File: src/rtl/debug_unit_pkt_if.sv
// Port bundle between debug_unit_pkt and its UART / datapath neighbours.
// master = the debug unit, slave = the surrounding UART and datapath.
interface debug_unit_pkt_if #(
    parameter int NB_WORD  = 32,
    parameter int NB_DMW   = 8,
    parameter int RB_DEPTH = 32,
    parameter int DM_DEPTH = 128,
    parameter int IM_DEPTH = 256
);
    localparam int RBW = $clog2(RB_DEPTH);
    localparam int DMW = $clog2(DM_DEPTH);
    localparam int IMW = $clog2(IM_DEPTH);

    logic               i_rx_done;
    logic [7:0]         i_rx_data;
    logic               i_tx_done;
    logic               o_tx_start;
    logic [7:0]         o_tx_data;
    logic               i_hlt;
    logic [NB_WORD-1:0] i_pc_value;
    logic [NB_WORD-1:0] i_br_data;
    logic [NB_DMW-1:0]  i_dm_data;
    logic [RBW-1:0]     o_rb_addr;
    logic [DMW-1:0]     o_dm_addr;
    logic               o_rd_enable;
    logic [IMW-1:0]     o_im_addr;
    logic [7:0]         o_im_data;
    logic               o_im_we;
    logic               o_cpu_en;
    logic               o_step;
    logic [3:0]         o_state;

    modport master (
        input  i_rx_done, i_rx_data, i_tx_done, i_hlt, i_pc_value, i_br_data, i_dm_data,
        output o_tx_start, o_tx_data, o_rb_addr, o_dm_addr, o_rd_enable,
               o_im_addr, o_im_data, o_im_we, o_cpu_en, o_step, o_state
    );

    modport slave (
        output i_rx_done, i_rx_data, i_tx_done, i_hlt, i_pc_value, i_br_data, i_dm_data,
        input  o_tx_start, o_tx_data, o_rb_addr, o_dm_addr, o_rd_enable,
               o_im_addr, o_im_data, o_im_we, o_cpu_en, o_step, o_state
    );
endinterface

File: src/rtl/debug_unit_pkt.sv
// UART debug controller: length-prefixed IM load, run/step control, PC/RB/DM dumps with XOR checksum.
// Breakpoint support is compiled in when DEBUG_UNIT_BREAKPOINT_EN is defined.
module debug_unit_pkt #(
    parameter int NB_DATA  = 8,
    parameter int NB_WORD  = 32,
    parameter int NB_DMW   = 8,
    parameter int RB_DEPTH = 32,
    parameter int DM_DEPTH = 128,
    parameter int IM_DEPTH = 256
) (
    input  logic             i_clock,
    input  logic             i_reset,
    debug_unit_pkt_if.master bus
);
    localparam int BPW = NB_WORD / NB_DATA;
    localparam int BPD = NB_DMW / NB_DATA;
    localparam int RBW = $clog2(RB_DEPTH);
    localparam int DMW = $clog2(DM_DEPTH);
    localparam int IMW = $clog2(IM_DEPTH);
    localparam int CW  = (RBW > DMW) ? RBW : DMW;
    localparam int BCW = $clog2(BPW + 1);
    localparam int LW  = IMW + 1;

    localparam logic [7:0] CMD_LOAD     = 8'h01;
    localparam logic [7:0] CMD_RUN      = 8'h02;
    localparam logic [7:0] CMD_STEPMODE = 8'h03;
    localparam logic [7:0] CMD_DUMP_RB  = 8'h04;
    localparam logic [7:0] CMD_DUMP_DM  = 8'h05;
    localparam logic [7:0] CMD_DUMP_PC  = 8'h06;
    localparam logic [7:0] CMD_STEP     = 8'h07;
`ifdef DEBUG_UNIT_BREAKPOINT_EN
    localparam logic [7:0] CMD_SET_BP   = 8'h09;
    localparam logic [7:0] CMD_CLR_BP   = 8'h0A;
`endif

    typedef enum logic [3:0] {
        IDLE = 4'd1, LOAD_LEN = 4'd2, LOAD_IM = 4'd3, READY = 4'd4, RUN = 4'd5,
        STEP = 4'd6, DUMP_PC = 4'd7, DUMP_RB = 4'd8, DUMP_DM = 4'd9, SET_BP = 4'd10
    } state_t;

    typedef enum logic [1:0] {P_ADDR, P_LATCH, P_SEND, P_WAIT} phase_t;

    state_t               state, state_nxt;
    phase_t               phase;
    logic                 sending_csum, chain, len_idx;
    logic [7:0]           len_hi, csum, tx_data, im_data;
    logic                 tx_start, im_we, step;
    logic [LW-1:0]        load_n, wr_cnt;
    logic [IMW-1:0]       im_addr;
    logic [CW-1:0]        word_cnt;
    logic [BCW-1:0]       byte_cnt, cur_bytes;
    logic [NB_WORD-1:0]   word_sr;
    logic                 rx_done, in_dump, last_word, dump_done, bp_hit, cpu_en;
    logic [7:0]           rx;
    logic [15:0]          len_full;

    assign rx        = bus.i_rx_data;
    assign rx_done   = bus.i_rx_done;
    assign len_full  = {len_hi, rx};
    assign in_dump   = state inside {DUMP_PC, DUMP_RB, DUMP_DM};
    assign cur_bytes = (state == DUMP_DM) ? BCW'(BPD) : BCW'(BPW);
    assign dump_done = in_dump && phase == P_WAIT && bus.i_tx_done && sending_csum;

    always_comb begin
        case (state)
            DUMP_RB: last_word = (word_cnt == CW'(RB_DEPTH - 1));
            DUMP_DM: last_word = (word_cnt == CW'(DM_DEPTH - 1));
            default: last_word = 1'b1;
        endcase
    end

`ifdef DEBUG_UNIT_BREAKPOINT_EN
    state_t             ret_state;
    logic [NB_WORD-1:0] bp_addr;
    logic               bp_valid, bp_hold;
    logic [BCW-1:0]     bp_cnt;

    assign bp_hit = bp_valid && (bus.i_pc_value == bp_addr);
    // A breakpoint parks the core in STEP with the clock gated until the next command.
    assign cpu_en = (state == RUN) || (state == STEP && !bp_hold);

    always_ff @(posedge i_clock or posedge i_reset) begin
        if (i_reset) begin
            ret_state <= IDLE;
            bp_addr   <= '0;
            bp_valid  <= 1'b0;
            bp_hold   <= 1'b0;
            bp_cnt    <= '0;
        end else begin
            if ((state == IDLE || state == READY) && rx_done && rx == CMD_SET_BP) begin
                ret_state <= state;
                bp_cnt    <= '0;
            end
            if ((state inside {IDLE, READY, STEP}) && rx_done && rx == CMD_CLR_BP)
                bp_valid <= 1'b0;
            if (state == SET_BP && rx_done) begin
                bp_addr <= {bp_addr[NB_WORD-NB_DATA-1:0], rx};
                bp_cnt  <= bp_cnt + BCW'(1);
                bp_valid <= (bp_cnt == BCW'(BPW - 1));
            end
            if (state == RUN && state_nxt == STEP)
                bp_hold <= 1'b1;
            else if (state_nxt != STEP || (rx_done && (rx == CMD_STEP || rx == CMD_RUN)))
                bp_hold <= 1'b0;
        end
    end
`else
    assign bp_hit = 1'b0;
    assign cpu_en = (state == RUN) || (state == STEP);
`endif

    always_ff @(posedge i_clock or posedge i_reset) begin
        if (i_reset) state <= IDLE;
        else         state <= state_nxt;
    end

    always_comb begin
        state_nxt = state;
        case (state)
            IDLE: if (rx_done) begin
                case (rx)
                    CMD_LOAD:    state_nxt = LOAD_LEN;
                    CMD_DUMP_RB: state_nxt = DUMP_RB;
                    CMD_DUMP_DM: state_nxt = DUMP_DM;
                    CMD_DUMP_PC: state_nxt = DUMP_PC;
`ifdef DEBUG_UNIT_BREAKPOINT_EN
                    CMD_SET_BP:  state_nxt = SET_BP;
`endif
                    default: ;
                endcase
            end
            LOAD_LEN: if (rx_done && len_idx) state_nxt = (len_full == 16'd0) ? READY : LOAD_IM;
            LOAD_IM:  if (rx_done && (wr_cnt + LW'(1) == load_n)) state_nxt = READY;
            READY: if (rx_done) begin
                case (rx)
                    CMD_RUN:      state_nxt = RUN;
                    CMD_STEPMODE: state_nxt = STEP;
`ifdef DEBUG_UNIT_BREAKPOINT_EN
                    CMD_SET_BP:   state_nxt = SET_BP;
`endif
                    default: ;
                endcase
            end
            RUN: begin
                if (bus.i_hlt)   state_nxt = IDLE;
                else if (bp_hit) state_nxt = STEP;
            end
            STEP: begin
                if (bus.i_hlt)                       state_nxt = IDLE;
                else if (rx_done && rx == CMD_STEP) state_nxt = DUMP_PC;
                else if (rx_done && rx == CMD_RUN)  state_nxt = RUN;
            end
            DUMP_PC: if (dump_done) state_nxt = chain ? DUMP_RB : IDLE;
            DUMP_RB: if (dump_done) state_nxt = chain ? DUMP_DM : IDLE;
            DUMP_DM: if (dump_done) state_nxt = chain ? STEP : IDLE;
`ifdef DEBUG_UNIT_BREAKPOINT_EN
            SET_BP:  if (rx_done && bp_cnt == BCW'(BPW - 1)) state_nxt = ret_state;
`endif
            default: state_nxt = IDLE;
        endcase
    end

    always_ff @(posedge i_clock or posedge i_reset) begin
        if (i_reset) begin
            phase        <= P_ADDR;
            sending_csum <= 1'b0;
            chain        <= 1'b0;
            len_idx      <= 1'b0;
            len_hi       <= '0;
            csum         <= '0;
            tx_data      <= '0;
            im_data      <= '0;
            tx_start     <= 1'b0;
            im_we        <= 1'b0;
            step         <= 1'b0;
            load_n       <= '0;
            wr_cnt       <= '0;
            im_addr      <= '0;
            word_cnt     <= '0;
            byte_cnt     <= '0;
            word_sr      <= '0;
        end else begin
            tx_start <= 1'b0;
            im_we    <= 1'b0;
            step     <= (state == STEP && state_nxt == DUMP_PC);

            if (state == STEP && state_nxt == DUMP_PC)       chain <= 1'b1;
            else if (state_nxt == IDLE || state_nxt == STEP) chain <= 1'b0;

            if (state == LOAD_LEN && rx_done) begin
                if (!len_idx) begin
                    len_hi  <= rx;
                    len_idx <= 1'b1;
                end else begin
                    len_idx <= 1'b0;
                    wr_cnt  <= '0;
                    load_n  <= (len_full > 16'(IM_DEPTH)) ? LW'(IM_DEPTH) : len_full[LW-1:0];
                end
            end

            if (state == LOAD_IM && rx_done) begin
                im_we   <= 1'b1;
                im_data <= rx;
                im_addr <= wr_cnt[IMW-1:0];
                wr_cnt  <= wr_cnt + LW'(1);
            end

            // Dump engine: address -> latch word -> per byte (send, wait tx_done) -> checksum.
            if (in_dump) begin
                case (phase)
                    P_ADDR: phase <= P_LATCH;
                    P_LATCH: begin
                        case (state)
                            DUMP_PC: word_sr <= bus.i_pc_value;
                            DUMP_RB: word_sr <= bus.i_br_data;
                            default: word_sr <= NB_WORD'(bus.i_dm_data) << (NB_WORD - NB_DMW);
                        endcase
                        phase <= P_SEND;
                    end
                    P_SEND: begin
                        tx_start <= 1'b1;
                        if (sending_csum) begin
                            tx_data <= csum;
                            csum    <= '0;
                        end else begin
                            tx_data  <= word_sr[NB_WORD-1 -: NB_DATA];
                            csum     <= csum ^ word_sr[NB_WORD-1 -: NB_DATA];
                            word_sr  <= word_sr << NB_DATA;
                            byte_cnt <= byte_cnt + BCW'(1);
                        end
                        phase <= P_WAIT;
                    end
                    P_WAIT: if (bus.i_tx_done) begin
                        if (sending_csum) begin
                            sending_csum <= 1'b0;
                            word_cnt     <= '0;
                            phase        <= P_ADDR;
                        end else if (byte_cnt == cur_bytes) begin
                            byte_cnt <= '0;
                            if (last_word) begin
                                sending_csum <= 1'b1;
                                phase        <= P_SEND;
                            end else begin
                                word_cnt <= word_cnt + CW'(1);
                                phase    <= P_ADDR;
                            end
                        end else begin
                            phase <= P_SEND;
                        end
                    end
                    default: phase <= P_ADDR;
                endcase
            end
        end
    end

    assign bus.o_tx_start  = tx_start;
    assign bus.o_tx_data   = tx_data;
    assign bus.o_rb_addr   = word_cnt[RBW-1:0];
    assign bus.o_dm_addr   = word_cnt[DMW-1:0];
    assign bus.o_rd_enable = (state == DUMP_RB) || (state == DUMP_DM);
    assign bus.o_im_addr   = im_addr;
    assign bus.o_im_data   = im_data;
    assign bus.o_im_we     = im_we;
    assign bus.o_cpu_en    = cpu_en;
    assign bus.o_step      = step;
    assign bus.o_state     = state;
endmodule

File: src/flat_wrapper.sv
// flat-port wrapper written by rule: the top's interface ports become plain ports
module debug_unit_pkt_flat 
#(
    parameter int NB_DATA  = 8,
    parameter int NB_WORD  = 32,
    parameter int NB_DMW   = 8,
    parameter int RB_DEPTH = 32,
    parameter int DM_DEPTH = 128,
    parameter int IM_DEPTH = 256
)
  (i_clock, i_reset, bus_i_rx_done, bus_i_rx_data, bus_i_tx_done, bus_i_hlt, bus_i_pc_value, bus_i_br_data, bus_i_dm_data, bus_o_tx_start, bus_o_tx_data, bus_o_rb_addr, bus_o_dm_addr, bus_o_rd_enable, bus_o_im_addr, bus_o_im_data, bus_o_im_we, bus_o_cpu_en, bus_o_step, bus_o_state);
  debug_unit_pkt_if #(.NB_WORD(NB_WORD), .NB_DMW(NB_DMW), .RB_DEPTH(RB_DEPTH), .DM_DEPTH(DM_DEPTH), .IM_DEPTH(IM_DEPTH)) bus_i ();
  input  logic i_clock;
  input  logic i_reset;
  input wire logic [$bits(bus_i.i_rx_done)-1:0] bus_i_rx_done;
  input wire logic [$bits(bus_i.i_rx_data)-1:0] bus_i_rx_data;
  input wire logic [$bits(bus_i.i_tx_done)-1:0] bus_i_tx_done;
  input wire logic [$bits(bus_i.i_hlt)-1:0] bus_i_hlt;
  input wire logic [$bits(bus_i.i_pc_value)-1:0] bus_i_pc_value;
  input wire logic [$bits(bus_i.i_br_data)-1:0] bus_i_br_data;
  input wire logic [$bits(bus_i.i_dm_data)-1:0] bus_i_dm_data;
  output wire logic [$bits(bus_i.o_tx_start)-1:0] bus_o_tx_start;
  output wire logic [$bits(bus_i.o_tx_data)-1:0] bus_o_tx_data;
  output wire logic [$bits(bus_i.o_rb_addr)-1:0] bus_o_rb_addr;
  output wire logic [$bits(bus_i.o_dm_addr)-1:0] bus_o_dm_addr;
  output wire logic [$bits(bus_i.o_rd_enable)-1:0] bus_o_rd_enable;
  output wire logic [$bits(bus_i.o_im_addr)-1:0] bus_o_im_addr;
  output wire logic [$bits(bus_i.o_im_data)-1:0] bus_o_im_data;
  output wire logic [$bits(bus_i.o_im_we)-1:0] bus_o_im_we;
  output wire logic [$bits(bus_i.o_cpu_en)-1:0] bus_o_cpu_en;
  output wire logic [$bits(bus_i.o_step)-1:0] bus_o_step;
  output wire logic [$bits(bus_i.o_state)-1:0] bus_o_state;
  assign bus_i.i_rx_done = bus_i_rx_done;
  assign bus_i.i_rx_data = bus_i_rx_data;
  assign bus_i.i_tx_done = bus_i_tx_done;
  assign bus_i.i_hlt = bus_i_hlt;
  assign bus_i.i_pc_value = bus_i_pc_value;
  assign bus_i.i_br_data = bus_i_br_data;
  assign bus_i.i_dm_data = bus_i_dm_data;
  assign bus_o_tx_start = bus_i.o_tx_start;
  assign bus_o_tx_data = bus_i.o_tx_data;
  assign bus_o_rb_addr = bus_i.o_rb_addr;
  assign bus_o_dm_addr = bus_i.o_dm_addr;
  assign bus_o_rd_enable = bus_i.o_rd_enable;
  assign bus_o_im_addr = bus_i.o_im_addr;
  assign bus_o_im_data = bus_i.o_im_data;
  assign bus_o_im_we = bus_i.o_im_we;
  assign bus_o_cpu_en = bus_i.o_cpu_en;
  assign bus_o_step = bus_i.o_step;
  assign bus_o_state = bus_i.o_state;
  debug_unit_pkt #(.NB_DATA(NB_DATA), .NB_WORD(NB_WORD), .NB_DMW(NB_DMW), .RB_DEPTH(RB_DEPTH), .DM_DEPTH(DM_DEPTH), .IM_DEPTH(IM_DEPTH)) u_core (.i_clock(i_clock), .i_reset(i_reset), .bus(bus_i));
endmodule
File: config.mk
export PLATFORM = sky130hd
export DESIGN_NAME = debug_unit_pkt_flat
export DESIGN_NICKNAME = d
export VERILOG_FILES = /design/src/rtl/debug_unit_pkt_if.sv /design/src/rtl/debug_unit_pkt.sv /design/src/flat_wrapper.sv
export SDC_FILE = /design/constraint.sdc
export NUM_CORES = 1
export LEC_CHECK = 0
export CORE_MARGIN = 2
export CORE_UTILIZATION = 42
export CTS_CLUSTER_SIZE = 12
export DETAILED_ROUTE_END_ITERATION = 16
export GPL_TIMING_DRIVEN = 0
export PLACE_DENSITY = 0.69
export SKIP_CTS_REPAIR_TIMING = 1
export SYNTH_ARGS = -nofsm -noshare
export SYNTH_HDL_FRONTEND = slang
export SYNTH_SLANG_ARGS = --single-unit
File: constraint.sdc
create_clock -name i_clock -period 4.4 [get_ports i_clock]
set_clock_uncertainty 0.05 [all_clocks]
set_input_delay 0.66 -clock i_clock [delete_from_list [all_inputs] [get_ports i_clock]]
set_output_delay 0.66 -clock i_clock [all_outputs]
set_load 0.05 [all_outputs]
# After elaboration in Yosys (flattened, before gate mapping)
# Index checks and enable logic that the tools add are counted.
[word_totals]
reg_bits = 112
latchBits = 0
ramBits = 0
mem_bits_ro = 0
inputBits = 85
out_inout_bits = 45
word_cells = 137
mem_count = 0
[op_classes]
addsub = 3
multipliers = 0
div = 0
n_lt_le_gt_ge = 1
eq_ne = 31
shifts = 0
mux = 51
bitwise = 2
n_reduce_logical = 31
[ops]
columns = ["op", "count"]
rows = [
  ["case mux 32 bit (2 select lines)", 2],
  ["2-to-1 mux 4 bit", 13],
  ["2-to-1 mux 9 bit", 4],
  ["case mux 4 bit (9 select lines)", 1],
  ["== test 8 x 3 -> 1 bit, second input constant", 4],
  ["2-to-1 mux 32 bit", 1],
  ["== test 4 x 3 -> 1 bit, second input constant", 6],
  ["2-to-1 mux 3 bit", 7],
  ["2-to-1 mux 7 bit", 3],
  ["== test 8 x 2 -> 1 bit, second input constant", 2],
  ["> comparator 16 x 9 -> 1 bit, second input constant", 1],
  ["zero test 16 bit", 1],
  ["2-to-1 mux 8 bit", 2],
  ["case mux 4 bit (4 select lines)", 1],
  ["nonzero test 2 bit", 6],
  ["logical AND 1 bit", 10],
  ["AND reduction 2 bit", 5],
  ["adder 9 x 1 -> 9 bit, second input constant", 1],
  ["== test 9 bit", 1],
  ["2-to-1 mux 1 bit", 9],
  ["== test 4 x 1 -> 1 bit, second input constant", 2],
  ["== test 4 x 2 -> 1 bit, second input constant", 2],
  ["== test 4 bit, second input constant", 2],
  ["== test 8 x 1 -> 1 bit, second input constant", 1],
  ["other kinds (22)", 32],
]

# Logic depth before layout (Yosys ltp)
# Gate-level depths: netlist (run 1).
[depth]
word_depth = 11
depth_mapped = 10
mapped_depth_nobuf = 7

# Worst setup path after synthesis (run 1)
# No wires, ideal clock.
[synth_timing]
kind = "reg2out"
start = "reg u_core.state[0] (netlist: u_core.bus.o_state[0])"
end = "out bus_o_cpu_en"
arrival_ns = 1.763
t_required_ns = 3.690
slack_ns = 1.927
stages_incl_launch_ff = 5
path_buffers = 2
path_cell_list = "dfstp_2 buf_2 buf_4 xnor2_1 nor2_1"
[synth_between]
elab_chain_len = 2
word_cells_on_any_way = 3
cone_classes = "2 x eq/ne; 1 x reduce/logical"
[synth_rtl]
columns = ["element", "line", "source"]
rows = [
  ["from (decl)", "debug_unit_pkt.sv:43", "state_t state, state_nxt;"],
  ["from (signal assigned)", "debug_unit_pkt.sv:114", "else state <= state_nxt;"],
  ["== test 4 x 3 -> 1 bit", "debug_unit_pkt.sv:109", "assign cpu_en = (state == RUN) || (state == STEP);"],
  ["logical OR 1 bit *", "debug_unit_pkt.sv:109", ""],
  ["to (decl)", "flat_wrapper.sv:30", "output wire logic [$bits(bus_i.o_cpu_en)-1:0] bus_o_cpu_en;"],
]
# Mark *: on every way between the ends. The rest lies on a longest branch, timed or not.

# Worst setup path in the final report (run 1)
# Same ends and word-level chain as after synthesis.

==> results.sh, run 1 <==
export IMPL_status="completed"
export IMPL_hold_viol=0
export IMPL_yosys_warnings=0
export IMPL_die_y_um=124
export IMPL_dp_slack_ns=1.51
export IMPL_cts_tree="built"
export IMPL_drtAntennaViolNets=0
export IMPL_critPathLaunchType="flip-flop"
export IMPL_insertedDiodeCount=0
export IMPL_track_usage_pct=21.7
export IMPL_syn_cell_area_sq_mm=0.00603
export IMPL_cts_sinks=112
export IMPL_slew_violations=0
export IMPL_yosysSeqAreaShare_pct=46.5
export IMPL_drive_gt1_share_pct=9.55
export IMPL_worstPathMaxFanout=10
export IMPL_syn_to_final_growth_pct=30.7
export IMPL_ys_top_cells_by_count="nand2_1, dfrtp_1, o21ai_0, nor2_1, nand3_1"
export IMPL_grt_pass1_vias=5332
export IMPL_critPathCaptureType="primary output"
export IMPL_synthMuxAreaShare_pct=3.82
export IMPL_portBuffers=128
export IMPL_p_total_uw=4170
export IMPL_totalWireLength_um=16100
export IMPL_layout_min_cycle_time_ns=3.01
export IMPL_synth_area_top_cells="dfrtp_1, nand2_1, o21ai_0"
export IMPL_cts_made_buffers=9
export IMPL_postSynthCellCount=651
export IMPL_antenna_found_initial=0
export IMPL_path_delay_family="buffers and inverters"
export IMPL_synth_top_family_by_area="simple AND/OR/NAND/NOR gates"
export IMPL_dr_pass1_iters=5
export IMPL_rows=43
export IMPL_p_leak_uw=0.00345
export IMPL_crit_path_top_delay_cell="clkdlybuf4s50_1"
export IMPL_die_w_um=124
export IMPL_num_vias=5422
export IMPL_path_clk_slew_ns=0.08
export IMPL_yosysUniqueCellTypes=75
export IMPL_vias_per_cell=5.56
export IMPL_synth_compound_area_share_pct=20.3
export IMPL_core_sq_mm=0.0139
export IMPL_hp_class="flip-flop to flip-flop"
export IMPL_nets=879
export IMPL_worst_ep_required_time_ns=3.69
export IMPL_synth_most_common_cell="nand2_1"
export IMPL_synth_flop_cell="dfrtp_1"
export IMPL_yosysTopAreaCell="dfrtp_1"
export IMPL_rsz0062_at_grt="no"
export IMPL_grt_pass1_wl_um=26300
export IMPL_die_area_sq_mm=0.0153
export IMPL_slew_headroom_pct=50.1
export IMPL_h_tree_depth=3
export IMPL_crit_arrival_ns=2.30
export IMPL_async_flop_share_pct=100
export IMPL_synth_simple_area_share_pct=21.8
export IMPL_gr_total_overflow=0
export IMPL_fmax_ghz=0.333
export IMPL_syn_avg_cell_area_sq_um=9.26
export IMPL_wire_per_inst_um=16.5
export IMPL_drcViolationCount=0
export IMPL_drt_initial_drc_count=454
export IMPL_setup_viol=0
export IMPL_cp_cell_sequence="buf_2 > buf_4 > xnor2_1 > nor2_1 > clkdlybuf4s50_1"
export IMPL_critPathKind="flip-flop to primary output"
export IMPL_synth_edf_count=0
export IMPL_clock_path_buffers=2
export IMPL_synth_fp_nets=739
export IMPL_worstMarginPinSlew_ns=0.748
export IMPL_synth_top_area_share_pct=46.1
export IMPL_final_cell_area_sq_mm=0.00788
export IMPL_worst_path_largest_cell_delay_ns=0.83
export IMPL_hpwl_um=11900
export IMPL_root_buffer="clkbuf_16"
export IMPL_synth_xor_area_share_pct=2.32
export IMPL_clock_latency_ns=0.36
export IMPL_hold_slack_ns=0.428
export IMPL_dpl_cell_area_sq_mm=0.00756
export IMPL_ys_ff_latch=112
export IMPL_synthAdderAreaFrac_pct=0.623
export IMPL_place_gp_congestion=0.952
export IMPL_period_share_pct=68.3
export IMPL_grt_max_degree=69
export IMPL_start_util_pct=43.3
export IMPL_p_per_area_mw_per_mm2=530
export IMPL_layout_setup_ws_ns=1.39
export IMPL_cp_num_buf_inv=3
export IMPL_ir_drop_v=0.000208
export IMPL_max_cap_violations=0
export IMPL_boundaryPins=130
-- where the power goes --
group / leakage, uW / switching [uW] / total, uW / internal, uW
sequential: 0.00143 / 234 / 1590 / 1360
clock: 0.000150 / 404 / 870 / 465
combinational: 0.00187 / 1010 / 1710 / 697
-- layout by cell type (no fill, tap or decap), types with 9 or more instances in the layout --
| cell | count |
|---|---|
| nand4_1 | 10 |
| mux2i_1 | 14 |
| buf_2 | 17 |
| nand3_1 | 23 |
| a22oi_1 | 17 |
| clkdlybuf4s50_1 | 128 |
| clkbuf_1 | 22 |
| clkbuf_16 | 9 |
| dfrtp_1 | 111 |
| nand2_1 | 126 |
| buf_4 | 9 |
| nor2_1 | 28 |
| a221o_1 | 17 |
| xor2_1 | 12 |
| o21ai_0 | 90 |
-- sequential cells by signal (all words and copies together), names as in the netlist, 4 cells and up --
| register | cells |
|---|---|
| u_core.wr_cnt | 9 |
| u_core.word_sr | 32 |
| u_core.bus.o_dm_addr | 7 |
| u_core.load_n | 9 |
| u_core.bus.o_im_addr | 8 |
| u_core.bus.o_tx_data | 8 |
| u_core.len_hi | 8 |
| u_core.bus.o_im_data | 8 |
| u_core.bus.o_state | 4 |
| u_core.csum | 8 |
-- path summary, 6_finish.rpt --
check | slack (ns) | cells past startpoint | start | to
max in group asynchronous | 2.86 | 3 | i_reset | u_core.bus.o_state[0]$_DFF_PP1_
min | 0.43 | 2 | u_core.bus.o_im_addr[6]$_DFFE_PP0P_ | u_core.bus.o_im_addr[6]$_DFFE_PP0P_
max reg2reg | 1.90 | 8 | u_core.bus.o_state[0]$_DFF_PP1_ | u_core.bus.o_im_data[1]$_DFFE_PP0P_
max | 1.39 | 5 | u_core.bus.o_state[0]$_DFF_PP1_ | bus_o_cpu_en
min in group asynchronous | 0.67 | 2 | i_reset | u_core.bus.o_im_addr[2]$_DFFE_PP0P_
min reg2reg | 0.43 | 2 | u_core.bus.o_im_addr[6]$_DFFE_PP0P_ | u_core.bus.o_im_addr[6]$_DFFE_PP0P_
-- cell type report --
class | count | area [sq um]
clock inverter | 6 | 72.6
inverter | 11 | 43.8
fill | 1230 | 6060
buffer | 49 | 240
sequential | 112 | 2800
tap | 180 | 225
timing repair buffer | 129 | 1310
multi-input combinational | 479 | 2940
clock buffer | 10 | 239
-- tightest hold or removal path, cell delays in order, from the launching register on --
cell	delay, ns
dfrtp_1	0.34
nand2_1	0.05
nand2_1	0.05
-- metal layers --
layer  track usage (%)  vias to the layer above  part of all wire (%)
met1              31.1                     2625                    47
met2              34.0                      167                    47
li1                  -                     2617                     -
met4              6.25                        0                   1.1
met3              3.39                       13                   5.4
met5                 0                        -                     0
-- through the flow --
stage / std cells / util [%] / TNS [ns]
floorplan: 651 / - / 0
detailed placement: 960 / 54.3 / 0
CTS: 976 / 56.5 / 0
finish: 976 / 56.5 / 0
global route: 976 / 56.5 / 0
global placement: 959 / 54.1 / -88.57
-- logic make-up (layout without fill, tap and decap cells) --
logic type / after synthesis / after routing
AO/OA/AOI/OAI: 182 / 182
multiplexers: 22 / 22
adder cells (fa/ha/maj): 3 / 3
flip-flops: 112 / 112
AND/OR/NAND/NOR: 256 / 256
buffers and inverters: 60 / 205
XOR/XNOR: 16 / 16
No activity file was read; power rests on OpenSTA's default activity.
==> run 2: changes to the inputs <==
Clock period 4.4 ns to 2.9 ns, I/O delays scaled along.
==> results.sh, run 2 (synthesized netlist as in run 1, its figures left out) <==
export IMPL_syn_to_final_growth_pct=31.4
export IMPL_grt_pass1_vias=5357
export IMPL_worstMarginPinSlew_ns=0.739
export IMPL_core_sq_mm=0.0139
export IMPL_maxUsedRoutingLayer="met4"
export IMPL_boundaryPins=130
export IMPL_layout_min_cycle_time_ns=2.78
export IMPL_place_gp_congestion=0.964
export IMPL_path_clk_slew_ns=0.07
export IMPL_insertedDiodeCount=0
export IMPL_worst_path_largest_cell_delay_ns=0.82
export IMPL_regToRegSetupSlack_ns=0.42
export IMPL_status="completed"
export IMPL_combPwrFrac_pct=40.4
export IMPL_grt_max_degree=45
export IMPL_die_y_um=124
export IMPL_portBuffers=128
export IMPL_final_common_cell="clkdlybuf4s50_1"
export IMPL_h_tree_depth=3
export IMPL_cts_made_buffers=9
export IMPL_worst_ep_required_time_ns=2.41
export IMPL_finish_utilization_pct=56.8
export IMPL_setup_viol=0
export IMPL_die_area_sq_mm=0.0153
export IMPL_hpwl_um=12100
export IMPL_p_leak_uw=0.00347
export IMPL_seqPwrFrac_pct=37.5
export IMPL_period_share_pct=95.7
export IMPL_critPathKind="flip-flop to primary output"
export IMPL_dr_pass1_iters=5
export IMPL_gr_total_overflow=0
export IMPL_switching_share_pct=38.4
export IMPL_clkPwrFrac_pct=22.2
export IMPL_critPathCaptureType="primary output"
export IMPL_totalWireLength_um=16200
export IMPL_num_vias=5515
export IMPL_wl_met1_um=7500
export IMPL_clock_latency_ns=0.36
export IMPL_worstPathMaxFanout=10
export IMPL_wl_met3_um=759
export IMPL_cts_tree="built"
export IMPL_fmax_ghz=0.360
export IMPL_p_int_uw=3970
export IMPL_drt_initial_drc_count=463
export IMPL_cp_cell_sequence="buf_2 > buf_4 > xnor2_1 > nor2_1 > clkdlybuf4s50_1"
export IMPL_hp_class="flip-flop to flip-flop"
export IMPL_wire_per_inst_um=16.6
export IMPL_critPathLaunchType="flip-flop"
export IMPL_fillers=1187
export IMPL_drcViolationCount=0
export IMPL_nets=880
export IMPL_max_cap_violations=0
export IMPL_crit_path_top_delay_cell="clkdlybuf4s50_1"
export IMPL_slew_headroom_pct=50.7
export IMPL_top_register="u_core.word_sr"
export IMPL_root_buffer="clkbuf_16"
export IMPL_crit_arrival_ns=2.29
export IMPL_vias_per_cell=5.64
export IMPL_grt_pass1_wl_um=26300
export IMPL_drtAntennaViolNets=0
export IMPL_drive_gt1_share_pct=9.66
export IMPL_layout_common_cells="clkdlybuf4s50_1, nand2_1, dfrtp_1, o21ai_0, nor2_1"
export IMPL_track_usage_pct=21.7
export IMPL_ir_drop_v=0.000399
export IMPL_clock_path_buffers=2
export IMPL_antenna_found_initial=0
export IMPL_slew_violations=0
export IMPL_largest_reg_flops=32
export IMPL_wl_met2_um=7720
export IMPL_reg_top3="u_core.word_sr: 32 flops, u_core.load_n: 9 flops, u_core.wr_cnt: 9 flops"
export IMPL_rows=43
export IMPL_rsz0062_at_grt="no"
export IMPL_cts_sinks=112
export IMPL_final_setup_tns_ns=0
export IMPL_die_w_um=124
export IMPL_switchingPower_uw=2480
export IMPL_p_per_area_mw_per_mm2=813
export IMPL_start_util_pct=43.3
export IMPL_hold_viol=0
[run 2: per-layer routing]
metal | vias up | global-route usage [%]
li1 | 2623 | -
met1 | 2687 | 30.3
met2 | 179 | 35.0
met3 | 26 | 3.16
met4 | 0 | 6.53
met5 | - | 0
[run 2: layout make-up]
class	count	area [sq um]	area share (%)
multi-input combinational	479	2940	37.2
sequential	112	2800	35.4
clock inverter	7	118	1.48
timing repair buffer	130	1320	16.7
tap	180	225	2.84
buffer	49	240	3.03
clock buffer	9	225	2.84
inverter	11	45.0	0.569
[run 2: power by group through the flow]
stage	combinational [uW]	clock (uW)	sequential, uW
2_1_floorplan	1320	0	2850
3_3_place_gp	2530	0	2410
3_5_place_dp	2590	0	2440
4_1_cts	2610	1450	2410
5_1_grt	2840	1500	2480
6_report	2600	1430	2410
[run 2: final timing paths]
path / startpoint / end / cells past startpoint
max reg2reg: u_core.wr_cnt[0]$_DFFE_PP0P_ / u_core.chain$_DFFE_PP0P_ / 8
min in group asynchronous: i_reset / u_core.bus.o_state[2]$_DFF_PP0_ / 2
max: u_core.bus.o_state[0]$_DFF_PP1_ / bus_o_cpu_en / 5
min: u_core.bus.o_im_addr[7]$_DFFE_PP0P_ / u_core.bus.o_im_addr[7]$_DFFE_PP0P_ / 2
max in group asynchronous: i_reset / u_core.bus.o_im_data[4]$_DFFE_PP0P_ / 4
min reg2reg: u_core.bus.o_im_addr[7]$_DFFE_PP0P_ / u_core.bus.o_im_addr[7]$_DFFE_PP0P_ / 2
[run 2: critical path: cells and delay by family, from the launching register on]
family | cells | cell delay, ns
buffers and inverters | 3 | 1.21
XOR/XNOR | 1 | 0.08
flip-flops | 1 | 0.53
AND/OR/NAND/NOR | 1 | 0.11
[run 2: through the flow]
stage | instances | hold WS, ns | instance area (sq um) | total power, uW | setup slack [ns]
floorplan | 651 | 0.395 | 6030 | 4170 | 0.566
global placement | 959 | 0.409 | 7540 | 4940 | 0.0278
detailed placement | 961 | 0.415 | 7580 | 5030 | 0.173
CTS | 977 | 0.431 | 7920 | 6470 | 0.111
global route | 977 | 0.452 | 7920 | 6830 | 0.0503
finish | 977 | 0.426 | 7920 | 6440 | 0.124
==> run 3: changes to the inputs <==
Settings changed: GPL_TIMING_DRIVEN 0 to not set.
==> results.sh, run 3 (synthesized netlist as in run 1, its figures left out) <==
export IMPL_slew_headroom_pct=57.7
export IMPL_period_share_pct=90.8
export IMPL_largest_reg_flops=32
export IMPL_start_util_pct=43.3
export IMPL_vias_per_cell=5.60
export IMPL_dr_pass1_iters=5
export IMPL_worst_ep_required_time_ns=2.41
export IMPL_h_tree_depth=3
export IMPL_layout_min_cycle_time_ns=2.63
export IMPL_ir_drop_v=0.000467
export IMPL_num_vias=5284
export IMPL_critPathCaptureType="primary output"
export IMPL_cts_sinks=112
export IMPL_final_cell_area_sq_mm=0.00777
export IMPL_critPathKind="flip-flop to primary output"
export IMPL_rsz0062_at_grt="no"
export IMPL_place_gp_congestion=0.910
export IMPL_totalWireLength_um=15200
export IMPL_hold_slack_ns=0.428
export IMPL_final_common_cell="clkdlybuf4s50_1"
export IMPL_die_y_um=124
export IMPL_worstPathMaxFanout=4
export IMPL_grt_pass1_vias=5095
export IMPL_max_cap_violations=0
export IMPL_setup_viol=0
export IMPL_hp_class="flip-flop to flip-flop"
export IMPL_finalNonFillerCells=943
export IMPL_crit_arrival_ns=2.15
export IMPL_clock_path_buffers=2
export IMPL_grt_pass1_wl_um=24700
export IMPL_p_total_uw=6280
export IMPL_hpwl_um=10800
export IMPL_final_setup_tns_ns=0
export IMPL_antenna_found_initial=0
export IMPL_syn_to_final_growth_pct=28.9
export IMPL_portBuffers=129
export IMPL_rows=43
export IMPL_drcViolationCount=0
export IMPL_fmax_ghz=0.380
export IMPL_status="completed"
export IMPL_track_usage_pct=20.4
export IMPL_drt_initial_drc_count=356
export IMPL_worstMarginPinSlew_ns=0.627
export IMPL_root_buffer="clkbuf_16"
export IMPL_place_inst=927
export IMPL_hold_viol=0
export IMPL_cts_tree="built"
export IMPL_p_leak_uw=0.00338
export IMPL_drive_gt1_share_pct=8.39
export IMPL_clock_latency_ns=0.36
export IMPL_path_clk_slew_ns=0.08
export IMPL_die_area_sq_mm=0.0153
export IMPL_dpl_cell_area_sq_mm=0.00745
export IMPL_insertedDiodeCount=0
export IMPL_core_sq_mm=0.0139
export IMPL_cts_made_buffers=9
export IMPL_nets=846
export IMPL_die_w_um=124
export IMPL_grt_max_degree=113
export IMPL_top_register="u_core.word_sr"
export IMPL_boundaryPins=130
export IMPL_wire_per_inst_um=16.2
export IMPL_gr_total_overflow=0
export IMPL_reg_top3="u_core.word_sr: 32 flops, u_core.load_n: 9 flops, u_core.wr_cnt: 9 flops"
export IMPL_critPathLaunchType="flip-flop"
export IMPL_p_per_area_mw_per_mm2=808
export IMPL_drtAntennaViolNets=0
export IMPL_slew_violations=0
export IMPL_layout_common_cells="clkdlybuf4s50_1, nand2_1, dfrtp_1, o21ai_0, nor2_1"
==> run 3: layout make-up <==
cell class / instances / area (sq um)
Timing Repair Buffer: 145 / 1420
Sequential cell: 112 / 2800
Tap cell: 180 / 225
Fill cell: 1252 / 6160
Clock buffer: 9 / 225
Inverter: 11 / 45.0
Multi-Input combinational cell: 479 / 2950
Clock inverter: 7 / 95.1
==> run 3: per-layer routing <==
layer | GRT usage [%] | part of all wire [%] | routed length, um
met5 | 0 | 0 | 0
met4 | 5.04 | 1.3 | 198
met3 | 4.85 | 4.9 | 740
met2 | 32.4 | 48 | 7370
met1 | 28.4 | 45 | 6930
==> run 3: final timing paths <==
path / start / endpoint / slack, ns / depth (start not counted)
max in group asynchronous: i_reset / u_core.byte_cnt[1]$_DFFE_PP0P_ / 1.79 / 3
min in group asynchronous: i_reset / u_core.bus.o_state[3]$_DFF_PP0_ / 0.55 / 3
setup / recovery: u_core.bus.o_state[1]$_DFF_PP0_ / bus_o_rd_enable / 0.27 / 3
setup reg to reg: u_core.wr_cnt[0]$_DFFE_PP0P_ / u_core.chain$_DFFE_PP0P_ / 0.44 / 7
hold reg to reg: u_core.bus.o_im_addr[6]$_DFFE_PP0P_ / u_core.bus.o_im_addr[6]$_DFFE_PP0P_ / 0.43 / 2
hold / removal: u_core.bus.o_im_addr[6]$_DFFE_PP0P_ / u_core.bus.o_im_addr[6]$_DFFE_PP0P_ / 0.43 / 2
==> run 3: report_power, final <==
| part | leakage (uW) | total, uW | switching (uW) | internal (uW) |
|---|---|---|---|---|
| logic | 0.00180 | 2480 | 1440 | 1040 |
| registers | 0.00143 | 2480 | 418 | 2060 |
| clock network | 0.000157 | 1320 | 621 | 698 |
==> run 3: critical path: stages (launching register included) <==
cell	delay, ns
dfrtp_1	0.39
or3b_1	0.46
clkinv_1	0.12
clkdlybuf4s50_1	0.82
==> run 3: per-stage QoR <==
| stage | worst slack, ns | utilization (%) |
|---|---|---|
| floorplan | 0.566 | - |
| global placement | 0.308 | 53.5 |
| detailed placement | 0.264 | 53.5 |
| CTS | 0.236 | 55.8 |
| global route | 0.161 | 55.8 |
| finish | 0.266 | 55.8 |
